**src/rtl/conv_layer_sched.sv**
```systemverilog
// Sequencer for the image CONV engine: 3x3 conv fetch/MAC, layer-0 writes, then 2x2 max-pool and layer-1 writes.
// Latency: addresses and write/read strobes follow state combinationally; MAC/pool strobes lag their issue by 1 cycle.
// No backpressure: once started, runs 11 cycles/pixel then 6 cycles/pool output; ready is ignored while busy.
module conv_layer_sched #(
  parameter int IMG_LOG2 = 6,
  parameter int ADDR_W   = 2 * IMG_LOG2
) (
  input  logic              clk,
  input  logic              reset,
  input  logic              ready,
  output logic              busy,
  output logic [ADDR_W-1:0] iaddr,
  output logic              pad,
  output logic [3:0]        tap_idx,
  output logic              mac_clr,
  output logic              mac_en,
  output logic              pool_clr,
  output logic              pool_en,
  output logic              crd,
  output logic [ADDR_W-1:0] caddr_rd,
  output logic              cwr,
  output logic [ADDR_W-1:0] caddr_wr,
  output logic [2:0]        csel
);

  localparam int PW = IMG_LOG2 - 1;
  localparam logic [IMG_LOG2-1:0] ONE_RC = 1;
  localparam logic [PW-1:0]       ONE_P  = 1;

  typedef enum logic [2:0] {
    IDLE    = 3'd0,
    C_FETCH = 3'd1,
    C_LAST  = 3'd2,
    C_WB    = 3'd3,
    P_RD    = 3'd4,
    P_LAST  = 3'd5,
    P_WB    = 3'd6
  } state_t;

  state_t state_q, state_d;

  // Conv position (row, col), kernel tap, pool block (i, j) and read index within the block.
  logic [IMG_LOG2-1:0] r_q, r_d, c_q, c_d;
  logic [3:0]          k_q, k_d;
  logic [PW-1:0]       i_q, i_d, j_q, j_d;
  logic [1:0]          q_q, q_d;

  // Address holding registers and delayed datapath strobes.
  logic [ADDR_W-1:0] iaddr_q, iaddr_d;
  logic [ADDR_W-1:0] caddr_rd_q, caddr_rd_d;
  logic [ADDR_W-1:0] caddr_wr_q, caddr_wr_d;
  logic              mac_en_q, mac_en_d;
  logic              mac_clr_q, mac_clr_d;
  logic              pad_q, pad_d;
  logic [3:0]        tap_idx_q, tap_idx_d;
  logic              pool_en_q, pool_en_d;
  logic              pool_clr_q, pool_clr_d;

  // Tap geometry: kr/kc are kernel row/col 0..2, i.e. offset +1.
  logic [1:0]          kr, kc;
  logic [IMG_LOG2-1:0] tap_row, tap_col;
  logic                tap_pad;
  logic [ADDR_W-1:0]   tap_addr;
  logic                pix_last, blk_last;

  assign pix_last = (r_q == '1) && (c_q == '1);
  assign blk_last = (i_q == '1) && (j_q == '1);

  // Split the tap index into kernel row/col and form the bounds-checked image address.
  always_comb begin
    kr = 2'd0;
    kc = 2'd0;
    case (k_q)
      4'd0: begin kr = 2'd0; kc = 2'd0; end
      4'd1: begin kr = 2'd0; kc = 2'd1; end
      4'd2: begin kr = 2'd0; kc = 2'd2; end
      4'd3: begin kr = 2'd1; kc = 2'd0; end
      4'd4: begin kr = 2'd1; kc = 2'd1; end
      4'd5: begin kr = 2'd1; kc = 2'd2; end
      4'd6: begin kr = 2'd2; kc = 2'd0; end
      4'd7: begin kr = 2'd2; kc = 2'd1; end
      4'd8: begin kr = 2'd2; kc = 2'd2; end
      default: begin kr = 2'd0; kc = 2'd0; end
    endcase
    // Edge tests are done on the unmodified counters so a -1/+1 never wraps into a neighbour row/col.
    tap_pad = ((kr == 2'd0) && (r_q == '0)) || ((kr == 2'd2) && (r_q == '1)) ||
              ((kc == 2'd0) && (c_q == '0)) || ((kc == 2'd2) && (c_q == '1));
    tap_row = (kr == 2'd0) ? (r_q - ONE_RC) : ((kr == 2'd2) ? (r_q + ONE_RC) : r_q);
    tap_col = (kc == 2'd0) ? (c_q - ONE_RC) : ((kc == 2'd2) ? (c_q + ONE_RC) : c_q);
    tap_addr = tap_pad ? '0 : ADDR_W'({tap_row, tap_col});
  end

  // State, counters and output holding registers.
  always_ff @(posedge clk or negedge reset) begin
    if (!reset) begin
      state_q    <= IDLE;
      r_q        <= '0;
      c_q        <= '0;
      k_q        <= '0;
      i_q        <= '0;
      j_q        <= '0;
      q_q        <= '0;
      iaddr_q    <= '0;
      caddr_rd_q <= '0;
      caddr_wr_q <= '0;
      mac_en_q   <= 1'b0;
      mac_clr_q  <= 1'b0;
      pad_q      <= 1'b0;
      tap_idx_q  <= '0;
      pool_en_q  <= 1'b0;
      pool_clr_q <= 1'b0;
    end else begin
      state_q    <= state_d;
      r_q        <= r_d;
      c_q        <= c_d;
      k_q        <= k_d;
      i_q        <= i_d;
      j_q        <= j_d;
      q_q        <= q_d;
      iaddr_q    <= iaddr_d;
      caddr_rd_q <= caddr_rd_d;
      caddr_wr_q <= caddr_wr_d;
      mac_en_q   <= mac_en_d;
      mac_clr_q  <= mac_clr_d;
      pad_q      <= pad_d;
      tap_idx_q  <= tap_idx_d;
      pool_en_q  <= pool_en_d;
      pool_clr_q <= pool_clr_d;
    end
  end

  // Next state and counter advance.
  always_comb begin
    state_d = state_q;
    r_d     = r_q;
    c_d     = c_q;
    k_d     = k_q;
    i_d     = i_q;
    j_d     = j_q;
    q_d     = q_q;
    case (state_q)
      IDLE: begin
        if (ready) begin
          state_d = C_FETCH;
          r_d     = '0;
          c_d     = '0;
          k_d     = '0;
          i_d     = '0;
          j_d     = '0;
          q_d     = '0;
        end
      end
      C_FETCH: begin
        if (k_q == 4'd8) begin
          state_d = C_LAST;
          k_d     = '0;
        end else begin
          k_d = k_q + 4'd1;
        end
      end
      C_LAST: state_d = C_WB;
      C_WB: begin
        // Row/col both wrap to 0 after the last pixel, ready for the next frame.
        c_d = c_q + ONE_RC;
        if (c_q == '1) r_d = r_q + ONE_RC;
        state_d = pix_last ? P_RD : C_FETCH;
      end
      P_RD: begin
        if (q_q == 2'd3) begin
          state_d = P_LAST;
          q_d     = '0;
        end else begin
          q_d = q_q + 2'd1;
        end
      end
      P_LAST: state_d = P_WB;
      P_WB: begin
        j_d = j_q + ONE_P;
        if (j_q == '1) i_d = i_q + ONE_P;
        state_d = blk_last ? IDLE : P_RD;
      end
      default: state_d = IDLE;
    endcase
  end

  // Per-state outputs; addresses hold their last value outside the states that drive them.
  always_comb begin
    busy       = (state_q != IDLE);
    cwr        = 1'b0;
    crd        = 1'b0;
    csel       = 3'b000;
    iaddr_d    = iaddr_q;
    caddr_rd_d = caddr_rd_q;
    caddr_wr_d = caddr_wr_q;
    mac_en_d   = 1'b0;
    mac_clr_d  = 1'b0;
    pad_d      = 1'b0;
    tap_idx_d  = '0;
    pool_en_d  = 1'b0;
    pool_clr_d = 1'b0;
    case (state_q)
      C_FETCH: begin
        iaddr_d   = tap_addr;
        mac_en_d  = 1'b1;
        mac_clr_d = (k_q == 4'd0);
        pad_d     = tap_pad;
        tap_idx_d = k_q;
      end
      C_WB: begin
        cwr        = 1'b1;
        csel       = 3'b001;
        caddr_wr_d = ADDR_W'({r_q, c_q});
      end
      P_RD: begin
        crd        = 1'b1;
        csel       = 3'b001;
        caddr_rd_d = ADDR_W'({i_q, q_q[1], j_q, q_q[0]});
        pool_en_d  = 1'b1;
        pool_clr_d = (q_q == 2'd0);
      end
      P_WB: begin
        cwr        = 1'b1;
        csel       = 3'b011;
        caddr_wr_d = ADDR_W'({i_q, j_q});
      end
      default: ;
    endcase
  end

  assign iaddr    = iaddr_d;
  assign caddr_rd = caddr_rd_d;
  assign caddr_wr = caddr_wr_d;
  assign mac_en   = mac_en_q;
  assign mac_clr  = mac_clr_q;
  assign pad      = pad_q;
  assign tap_idx  = tap_idx_q;
  assign pool_en  = pool_en_q;
  assign pool_clr = pool_clr_q;

endmodule

```
**config.mk**
```make
export PLATFORM = sky130hd
export DESIGN_NAME = conv_layer_sched
export DESIGN_NICKNAME = d
export VERILOG_FILES = /design/src/rtl/conv_layer_sched.sv
export SDC_FILE = /design/constraint.sdc
export NUM_CORES = 1
export LEC_CHECK = 0
export CELL_PAD_IN_SITES_DETAIL_PLACEMENT = 0
export CELL_PAD_IN_SITES_GLOBAL_PLACEMENT = 2
export CORE_ASPECT_RATIO = 0.7
export CORE_MARGIN = 5
export CORE_UTILIZATION = 36
export CTS_BUF_LIST = sky130_fd_sc_hd__clkbuf_8 sky130_fd_sc_hd__clkbuf_16
export DETAILED_ROUTE_END_ITERATION = 10
export GPL_ROUTABILITY_DRIVEN = 0
export GPL_TIMING_DRIVEN = 0
export PLACE_DENSITY = 0.87
export SYNTH_ARGS = -nofsm -noshare
export SYNTH_HDL_FRONTEND = slang
export SYNTH_SLANG_ARGS = --single-unit
```
**constraint.sdc**
```tcl
create_clock -name clk -period 6 [get_ports clk]
set_input_delay 0.6 -clock clk [delete_from_list [all_inputs] [get_ports clk]]
set_output_delay 0.6 -clock clk [all_outputs]
set_load 0.02 [all_outputs]
```
-- Yosys cells after proc, flatten, opt, wreduce, memory -nomap -nowiden
Memories as Yosys holds them, arrays and structs flattened.
Index checks and enable logic that the tools add are counted.
- register bits: 76
- memories: 1
- memory bits (read-only): 64
- word-level logic and storage cells: 110
- input port bits: 3
- memory list (name ; words ; width ; rd ports ; clocked after Yosys merged registers in ; write ports ; RTL line ; RTL):
    (name not given) ; 16 ; 4 ; 1 ; 0 ; 0 ; 73 ; case (k_q)
- equality and inequality tests: 19
- muxes and demuxes: 36
- reductions and logical operators: 30
- add/sub/neg operators: 8
- operators with widths (cell ; count):
    12-bit two-way mux ; 3
    6-bit two-way mux ; 6
    12-bit one-hot mux with 2 select lines ; 1
    6-bit one-hot mux with 2 select lines ; 2
    3-bit one-hot mux with 7 select lines ; 1
    5-bit one-hot mux with 2 select lines ; 2
    3-bit two-way mux ; 5
    6-bit by 1-bit adder with 6-bit output (second input constant) ; 2
    6-bit equality test (second input constant) ; 2
    6-bit zero test ; 2
    4-bit two-way mux ; 3
    6-bit by 1-bit subtractor with 6-bit output (second input constant) ; 2
    5-bit by 1-bit adder with 5-bit output (second input constant) ; 2
    5-bit equality test (second input constant) ; 2
    5-bit two-way mux ; 2
    2-bit inequality test (second input constant) ; 5
    3-bit equality test (second input constant) ; 3
    3-bit AND reduction ; 3
    2-bit one-hot mux with 2 select lines ; 2
    4-bit one-hot mux with 2 select lines ; 1
    2-bit AND reduction ; 4
    2-bit nonzero test ; 4
    2-bit equality test (second input constant) ; 3
    3-bit by 2-bit equality test with 1-bit output (second input constant) ; 2
    13 further kinds ; 29

-- Depth between registers and ports, before layout
An unclocked memory read counts as a cell.
- depth after elaboration: 8
- mapped depth: 9

-- Worst setup path after synthesis
OpenSTA, ideal clock, no wires.
- path kind: flip-flop to output port
- start point: register k_q[1]
- end point: output port iaddr[7]
- stages on the path, launching flop included: 8
- path slack: 2943 ps
- arrival time: 2457 ps
- buffers on the path: 0
- path through: dfrtp_1 > inv_1 > ha_1 > nand4b_1 > and3_1 > nor2_1 > a311o_2 > o41ai_1
- longest elaborated chain between the ends: 8
- RTL lines (what ; RTL line ; RTL):
    start: declaration ; 44 ; logic [3:0] k_q, k_d;
    start signal: assignment ; 116 ; k_q <= k_d;
    memory 16 x 4 bit (*) ; n/a ;
    2-bit equality test or 2-bit zero test (tied branches) ; 86, 88 ;
    1-bit logical AND ; 86 ; tap_pad = ((kr == 2'd0) && (r_q == '0)) || ((kr == 2'd2) && (r_q == '1)) ||
    1-bit logical OR (2 in series) ; 86 ;
    1-bit logical OR ; 87 ; ((kc == 2'd0) && (c_q == '0)) || ((kc == 2'd2) && (c_q == '1));
    12-bit two-way mux (*) ; 90 ; tap_addr = tap_pad ? '0 : ADDR_W'({tap_row, tap_col});
    12-bit two-way mux (*) ; 201 ; case (state_q)
    end: declaration ; 12 ; output logic [ADDR_W-1:0] iaddr,
Every way passes the cells marked *; elsewhere a longest branch is shown, timed or not.

-- Worst setup path after layout
- start point: register k_q[1]
- end point: output port iaddr[5]
- longest elaborated chain between the ends: 8
- RTL lines (what ; RTL line):
    memory 16 x 4 bit (*) ; n/a
    2-bit equality test or 2-bit zero test (tied branches) ; 86
    1-bit logical AND ; 86
    1-bit logical OR (2 in series) ; 86
    1-bit logical OR ; 87
    12-bit two-way mux (*) ; 90
    12-bit two-way mux (*) ; 201
Marks and branches as above.

==> impl_metrics.json <==
{
  "fp-row-count": 31,
  "finalClockSkew_ns": 0.00893,
  "postRouteAntennaNets": 0,
  "syn_avg_cell_area_um2": 9.13,
  "grt_pass1_wl_um": 16900,
  "cts.sinks": 76,
  "antenna_cells": 0,
  "synth_edf_count": 0,
  "grt_max_degree": 52,
  "grt_antenna_before_repair": 0,
  "ys_ff_latch": 76,
  "vias": 3195,
  "r2r.worst_path.cells": 9,
  "dp_hpwl_um": 7480,
  "wl_per_cell_um": 15.9,
  "rsz0062_at_grt": "no",
  "rrSetupSlack_ns": 3.42,
  "cts_buffer_depth": 2,
  "grt_busiest_layer": "met1",
  "r2r-start": "k_q[1]",
  "crit_path_max_fanout": 8,
  "hold_viol": 0,
  "setup_viol": 0,
  "grt_pass1_vias": 3181,
  "clock-root-buffer": "clkbuf_16",
  "cp.required_ns": 5.40,
  "synth.net_count": 443,
  "drt_iter0_markers": 168,
  "htreeDepth": 3,
  "cp_data_arrival_time_ns": 3.46,
  "clock_latency_ns": 0.34,
  "peakVddDrop_mv": 0.144,
  "use_met3_pct": 4.46,
  "initial_core_util_pct": 37.2,
  "fillers": 1026,
  "met1_usage_pct": 24.9,
  "worstHoldPathType": "in -> async",
  "seq_area_mm2": 0.00190,
  "synth_warnings": 0,
  "synthArstFlopShare_pct": 100,
  "gr-usage-met2_pct": 22.1,
  "cts_buffers": 9,
  "powerDensity_mw_per_mm2": 210,
  "placed_area_mm2": 0.00459,
  "max_slew_margin_pct": 60.9,
  "ys_seq_area_share_pct": 49.0,
  "remaining_drc_errors": 0,
  "multi_input_area_mm2": 0.00178,
  "holdWs_ns": 0.174,
  "die_y_um": 96.9,
  "status": "completed",
  "cap_violations": 0,
  "vias_per_cell": 5.10,
  "leakage_nw": 2.22,
  "synth_ff_type": "dfrtp_1",
  "die-width_um": 134,
  "path_clk_slew_ns": 0.06,
  "syn-cell-area_mm2": 0.00388,
  "setup_tns_ns": 0,
  "syn2layout_area_growth_pct": 25.3,
  "nets": 507,
  "final_cell_area_mm2": 0.00486,
  "period_minus_slack_ns": 4.06,
  "grt_use_total_pct": 16.1,
  "post-route-period-util_pct": 67.7,
  "fp.dieArea_mm2": 0.0130,
  "final_layout_size_suffix_gt1_share_pct": 8.30,
  "fmax_mhz": 246,
  "synth_cells": 425,
  "cp-end-kind": "output port",
  "grt-ovfl-total": 0,
  "holdBufCountCts": 0,
  "core-area_mm2": 0.0104,
  "path_class": "reg -> out",
  "io_pins": 54,
  "io_buffers": 52,
  "cts_tree": "yes",
  "critPathLaunchType": "register",
  "fin_util_pct": 46.6,
  "tightest_slew_ns": 0.580,
  "post_cts_buffers": 0,
  "drt_wl_total_um": 9930,
  "worstReg2RegEnd": "iaddr_q[5]",
  "timing.final.max_slew_violations": 0,
  "synth_cell_types": 51,
  "drt_pass1_iterations": 4,
  "ctsResizeCount": 0
}
-- flip-flops by register name (all words and copies together), names as in the netlist --
register    cells
q_q             2
j_q             5
pool_en         1
r_q             6
i_q             5
state_q         3
tap_idx         4
pool_clr        1
k_q             4
iaddr_q        12
pad             1
c_q             6
caddr_rd_q     12
caddr_wr_q     12
mac_clr         1
mac_en          1
-- layout make-up --
cell class              instances  area share, %
flip-flops and latches         76           39.1
multi-input cells             303           36.6
repair buffers                 53           11.2
clock buffers                   9           4.63
well taps                     132           3.40
plain buffers                  29           2.83
inverters                      17           1.31
clock inverters                 7          0.926
-- power breakdown --
| part | total [W] | internal (W) | switching [W] |
|---|---|---|---|
| Sequential | 0.000512 | 0.000512 | 0 |
| Combinational | 0.0000144 | 0.00000333 | 0.0000111 |
| Clock | 0.000496 | 0.000278 | 0.000218 |
| Total | 0.00102 | 0.000793 | 0.000229 |
-- metrics by stage --
| step | setup WS [ns] | instances | power (W) |
|---|---|---|---|
| global placement | 1.55 | 609 | 0.000535 |
| CTS | 1.95 | 626 | 0.00104 |
| floorplan | 2.94 | 425 | 0.000523 |
| detailed placement | 2.33 | 610 | 0.000537 |
| global route | 1.75 | 626 | 0.00106 |
| finish | 1.94 | 626 | 0.00102 |
-- layer usage --
metal  up-vias  wire length [µm]
li1       1585                 -
met1      1542              5350
met2        64              4040
met3         4               490
met4         0                49
met5         -                 0
-- cell usage in the layout, fill, tap and decap left out, types with 3 or more instances in the layout --
cell,instances
o31ai_1,8
ha_1,15
nand3_1,18
and2_1,6
a22oi_1,12
nand4_1,3
o21ai_0,21
clkdlybuf4s50_1,51
clkbuf_1,20
nand2b_1,4
o21ai_2,8
inv_1,16
xor2_1,8
a21oi_1,13
dfrtp_1,76
clkinvlp_4,3
buf_4,4
nor3_1,8
a31oi_1,3
nand2_1,96
nor2_1,22
and3_1,8
xnor2_1,7
clkbuf_16,9
o22ai_1,5
o21ai_1,9
-- kinds of logic after synthesis --
family | Yosys count | share of synthesized area [%]
simple gates | 180 | 21.8
compound gates | 92 | 15.7
flops | 76 | 49.0
buf+inv | 46 | 5.19
xor+xnor | 15 | 3.39
fa+ha+maj | 15 | 4.84
other cells | 1 | 0.0966
-- synth_stat cells, types with 2 or more instances --
library cell | count | area (µm²)
clkbuf_1 | 20 | 75.1
nor2_1 | 22 | 82.6
and3_1 | 8 | 50.1
a22o_1 | 2 | 17.5
o31ai_1 | 8 | 60.1
nor4_1 | 2 | 12.5
xor2_1 | 8 | 70.1
a31oi_1 | 3 | 18.8
inv_2 | 2 | 7.51
nand2b_1 | 4 | 25.0
nand2_1 | 96 | 360
buf_6 | 2 | 22.5
nand4_1 | 3 | 18.8
dfrtp_1 | 76 | 1900
buf_2 | 2 | 10.0
nor3_1 | 8 | 40.0
ha_1 | 15 | 188
o21ai_1 | 9 | 45.0
nor3b_1 | 2 | 15.0
xnor2_1 | 7 | 61.3
a21oi_1 | 13 | 65.1
o21ai_0 | 21 | 105
a22oi_1 | 12 | 90.1
nand3_1 | 18 | 90.1
o21ai_2 | 8 | 70.1
and2_1 | 6 | 37.5
inv_1 | 15 | 56.3
o22ai_1 | 5 | 31.3
buf_4 | 3 | 22.5
buf_1 | 2 | 7.51
a32o_1 | 2 | 20.0
nand3b_1 | 2 | 15.0
-- critical path, stage by stage (launching register included) --
cell and delay [ns]:
dfrtp_1 0.46, inv_1 0.20, ha_1 0.32, nand2b_4 0.11, a21oi_4 0.22, o22ai_1 0.16, a311o_2 0.42, or2_1 0.25
buf_6 0.16, o21ai_2 0.19, clkdlybuf4s50_1 0.64
-- worst max path at each step --
stage                       from  cells past startpoint  slack, ns       endpoint
after floorplan           k_q[1]                      7       2.94       iaddr[7]
after global placement     reset                      1       1.55  caddr_wr_q[9]
after detailed placement  k_q[1]                     10       2.33       iaddr[5]
after CTS                 k_q[1]                     10       1.95       iaddr[5]
after global routing      k_q[1]                      9       1.75       iaddr[5]
final                     k_q[1]                     10       1.94       iaddr[5]
Note: power is estimated with default switching activity, not from simulation.
